### src/rtl/net_argmax.sv
// net_argmax: classifier stage behind the `net` inference block.
// On a rising edge of done_in it snapshots the flat O x 32-bit vector y,
// then scans one element per clock for the largest value. The index and
// value of the winner are published with a one-cycle valid pulse exactly
// O clocks after the trigger edge.
//
// Ports:
//   clk        system clock, rising edge
//   rst_n      asynchronous active-low reset
//   done_in    `net` done level; a rising edge starts a classification
//   y          flat vector, element i = y[32*i+31:32*i]
//   class_idx  index of the max element of the last completed scan
//   max_val    value of that element
//   valid      one-cycle pulse: class_idx/max_val just updated
//   busy       high while a scan is in progress
//   overrun    one-cycle pulse: trigger edge dropped because busy
module net_argmax #(
    parameter int unsigned O     = 10,
    parameter bit          FLOAT = 1'b0,
    localparam int unsigned IW   = (O > 1) ? $clog2(O) : 1
) (
    input  logic              clk,
    input  logic              rst_n,
    input  logic              done_in,
    input  logic [32*O-1:0]   y,
    output logic [IW-1:0]     class_idx,
    output logic [31:0]       max_val,
    output logic              valid,
    output logic              overrun,
    output logic              busy
);

    localparam int unsigned DW   = 32;
    localparam logic [IW-1:0] LAST = IW'(O - 1);
    localparam logic [IW-1:0] FIRST_SCAN = (O > 1) ? IW'(1) : IW'(0);

    typedef enum logic [1:0] {
        IDLE = 2'd0,
        SCAN = 2'd1,
        DONE = 2'd2
    } state_t;

    state_t          state;
    logic            done_q;
    logic [DW-1:0]   buf_q [O];
    logic [DW-1:0]   best_val;
    logic [IW-1:0]   best_idx;
    logic [IW-1:0]   i;

    logic            trig_c;
    logic [DW-1:0]   elem_c;
    logic            greater_c;

    // Order-preserving key: an unsigned compare of keys gives the signed
    // (or IEEE-754 total-order) compare of the raw values.
    function automatic logic [DW-1:0] sort_key(input logic [DW-1:0] x);
        logic [DW-1:0] k;
        if (FLOAT) begin
            k = x[DW-1] ? ~x : {1'b1, x[DW-2:0]};
        end else begin
            k = {~x[DW-1], x[DW-2:0]};
        end
        return k;
    endfunction

    // Rising-edge detect on the upstream done level.
    assign trig_c = done_in & ~done_q;

    // Current candidate and strict-greater test (ties keep the lower index).
    assign elem_c    = buf_q[i];
    assign greater_c = sort_key(elem_c) > sort_key(best_val);

    // Scan controller, datapath and registered outputs.
    always_ff @(posedge clk or negedge rst_n) begin
        if (!rst_n) begin
            state     <= IDLE;
            done_q    <= 1'b0;
            best_val  <= '0;
            best_idx  <= '0;
            i         <= '0;
            class_idx <= '0;
            max_val   <= '0;
            valid     <= 1'b0;
            busy      <= 1'b0;
            overrun   <= 1'b0;
            for (int unsigned k = 0; k < O; k++) begin
                buf_q[k] <= '0;
            end
        end else begin
            done_q  <= done_in;
            valid   <= 1'b0;
            overrun <= 1'b0;

            case (state)
                IDLE: begin
                    if (trig_c) begin
                        // y is sampled only here; later changes are ignored.
                        for (int unsigned k = 0; k < O; k++) begin
                            buf_q[k] <= y[DW*k +: DW];
                        end
                        best_val <= y[DW-1:0];
                        best_idx <= '0;
                        i        <= FIRST_SCAN;
                        busy     <= 1'b1;
                        state    <= (O == 1) ? DONE : SCAN;
                    end
                end

                SCAN: begin
                    if (trig_c) begin
                        overrun <= 1'b1;
                    end
                    if (greater_c) begin
                        best_val <= elem_c;
                        best_idx <= i;
                    end
                    if (i == LAST) begin
                        state <= DONE;
                    end else begin
                        i <= i + IW'(1);
                    end
                end

                DONE: begin
                    // Publish the result; this edge is O clocks after trigger.
                    if (trig_c) begin
                        overrun <= 1'b1;
                    end
                    class_idx <= best_idx;
                    max_val   <= best_val;
                    valid     <= 1'b1;
                    busy      <= 1'b0;
                    i         <= '0;
                    state     <= IDLE;
                end

                default: begin
                    busy  <= 1'b0;
                    state <= IDLE;
                end
            endcase
        end
    end

endmodule

### config.mk
export PLATFORM = sky130hd
export DESIGN_NAME = net_argmax
export DESIGN_NICKNAME = d
export VERILOG_FILES = /design/src/rtl/net_argmax.sv
export SDC_FILE = /design/constraint.sdc
export NUM_CORES = 1
export LEC_CHECK = 0
export CORE_ASPECT_RATIO = 1.1
export CORE_MARGIN = 2
export CORE_UTILIZATION = 52
export DETAILED_ROUTE_END_ITERATION = 10
export PLACE_DENSITY = 0.86
export SYNTH_ARGS = -nofsm -noshare
export SYNTH_HDL_FRONTEND = slang
export SYNTH_SLANG_ARGS = --single-unit
### constraint.sdc
create_clock -name clk -period 5.4 [get_ports clk]
set_input_delay 1.62 -clock clk [delete_from_list [all_inputs] [get_ports clk]]
set_output_delay 1.62 -clock clk [all_outputs]
set_load 0.05 [all_outputs]
==> out/results.tsv <==
metric	value	unit
RSZ-0062 raised after global routing	no	
CTS H-Tree Depth	2	
Power Dens Cells	612	mW/mm²
synthesized instance count	1225	
Seq/Total Area, Yosys	0.544	
Main synth FF type	dfrtp_1	
Min-Delay Path Class	reg -> reg	
Top cell by count, worst path	buf_4	
share of cells above drive strength 1	0.326	
cell leakage power	10.6	nW
maximum VDD drop	0.000319	V
Slew HR	0.341	
Die Y	202	µm
Core Area	0.0351	mm²
CTS Buf Count	44	
most frequent cell after synthesis	dfrtp_1	
post-synth top area cell	dfrtp_1	
status	complete, no violations	
dpl hpwl	35300	µm
Sink Count	402	
Period minus WS final	4.51	ns
Worst Max-Slew Pin Slew	0.988	ns
Setup TNS	0	ns
total length of routed wires	48300	µm
clk slew on worst S/H paths	0.06	ns
top cells by count, synth	402 x dfrtp_1, 358 x mux2_2, 126 x mux2i_1	
Worst Skew	0.0137	ns
gpl congestion	0.928	
antenna violations before repair	23	
fin nets	1942	
Critical Path Sink Type	flip-flop	
vias in the first global route	12800	
Root Driver	clkbuf_16	
Routed Antenna Nets	0	
gr ovfl total	0	
Slowest-stage cell, CP	dfrtp_4	
Critical Path Max Stage Delay	0.71	ns
largest net degree at the start of global routing	139	
Async SR Flop Fraction	1.00	
number of flops mapped to enable cells by yosys	0	
Tcrit/Tclk final	0.835	
Worst EP arrival	4.93	ns
cell family with most CP delay	multiplexers	
Tot GR Track Use	0.264	
Synth Area in Compound Gates	0.0266	
Yosys top cell area share	0.544	
#FFs+latches synth	402	
max-cap viol count	0	
initial core utilization	0.527	
first-pass iteration count of the detailed router	6	
Mapped Avg Cell Area	15.1	µm²
fin. max-slew vios	0	
simple-gate share of the synthesized area	0.0135	
synth unique cells	38	
main combinational cell family by area after synthesis	multiplexers	
Cell Chain, Critical Path	buf_4 > mux4_2 > mux2i_1 > o22ai_1 > ha_1 > nand4_1 > nor4_1 > a211oi_2 > and2_4 > a221oi_4 > buf_4 > mux2_4	
Vias	11800	
postcts setup bufs	0	
Die ar.	0.0371	mm²
type of the worst setup path	reg -> reg	
quantity of gates resized following cts	0	
filler cell count	2401	
TritonCTS clock tree	done	
mux share of post-synthesis cell area	0.366	
Rows	72	
Clock Tree Buf Depth	3	
Top Ports	362	
worst path bufs/invs	2	
port bufs	361	
mapped cell area	0.0185	mm²
Clk Latency, worst-skew pair	0.54	ns
Via density	5.70	
Iter 0 DRT Violations	564	
Fin. Hold Viols	0	
DP Area	0.0226	mm²
WL/cell	23.3	µm
syn_nets	1586	
Die W	184	µm
Startpoint Class	flip-flop	
first-pass GRT wire length	74100	µm
top cells by area, synth	dfrtp_1 54%, mux2_2 22%, mux4_2 7.8%	
Layout area overhead	30.4	%
final setup violation count	0	
Worst EP required	5.83	ns
hold_buf cts	0	
number of synthesis warnings	0	
# DRC	0	
xor-xnor portion of the synthesized cell area	0	
Max FO, Critical Path	22	
Design Area, Final	0.0241	mm²
Post-Synth Adder-Cell Area	0.0257	
fmax	0.222	GHz
[layout make-up]
| type | instances | area (µm²) | area share |
|---|---|---|---|
| Clock buffer | 65 | 1300 | 0.0539 |
| Multi-Input combinational cell | 712 | 7990 | 0.331 |
| Clock inverter | 9 | 126 | 0.00524 |
| Sequential cell | 402 | 10100 | 0.417 |
| Inverter | 35 | 131 | 0.00545 |
| Antenna cell | 21 | 52.6 | 0.00218 |
| Timing Repair Buffer | 386 | 3890 | 0.161 |
| Tap cell | 444 | 556 | 0.0230 |
[worst paths after layout]
kind	cells after the start	endpoint	start	slack, ns
min in group asynchronous	1	buf_q[22]$_DFFE_PN0P_	rst_n	1.16
setup reg to reg	12	best_val[31]$_DFFE_PN0P_	i[0]$_DFFE_PN0P_	0.89
hold / removal	1	buf_q[224]$_DFFE_PN0P_	buf_q[224]$_DFFE_PN0P_	0.50
setup / recovery	12	best_val[31]$_DFFE_PN0P_	i[0]$_DFFE_PN0P_	0.89
hold reg to reg	1	buf_q[224]$_DFFE_PN0P_	buf_q[224]$_DFFE_PN0P_	0.50
max in group asynchronous	2	max_val[8]$_DFFE_PN0P_	rst_n	3.22
[state kept, by name, summed over array words and instances (netlist names), 2 cells and up]
signal     count
state          2
best_idx       4
buf_q        320
best_val      32
i              4
max_val       32
class_idx      4
[layer usage]
layer	up-vias	share of wire	global-route usage
met5	-	0.00073	0
met4	6	0.046	0.125
met3	123	0.065	0.0573
met2	404	0.47	0.408
met1	6012	0.42	0.359
li1	5270	-	-
[per-stage QoR]
step	setup slack, ns	util	cells	power [mW]	hold slack, ns
2_1_floorplan	1.68	-	1225	9.77	0.471
3_3_place_gp	1.01	0.644	1979	11.5	0.482
3_5_place_dp	0.925	0.644	1979	11.8	0.488
4_1_cts	0.858	0.685	2053	14.8	0.502
5_1_grt	0.634	0.687	2074	15.6	0.510
6_report	0.892	0.687	2074	14.8	0.498
[report_power, final]
group / total [mW] / switching (mW) / internal, mW
Combinational: 6.27 / 2.94 / 3.32
Sequential: 5.51 / 0.976 / 4.53
Clock: 2.98 / 1.17 / 1.80
[cells by family after synthesis]
family | after synthesis
AO/OA/AOI/OAI | 77
adder cells (fa/ha/maj) | 38
buffers and inverters | 111
flip-flops | 402
multiplexers | 550
AND/OR/NAND/NOR | 47
[placed cells by master, fill, tap and decap left out, types with 15 or more instances in the layout]
master / synthesis / routed
a21oi_1: 15 / 15
diode_2: 0 / 21
o22ai_1: 30 / 30
mux2_2: 358 / 358
clkbuf_16: 0 / 45
buf_4: 0 / 18
inv_1: 34 / 34
mux2i_1: 126 / 126
clkdlybuf4s50_1: 0 / 360
dfrtp_1: 402 / 400
o21ai_0: 17 / 17
ha_1: 38 / 36
mux4_2: 64 / 64
No activity file was read; power rests on OpenSTA's default activity.
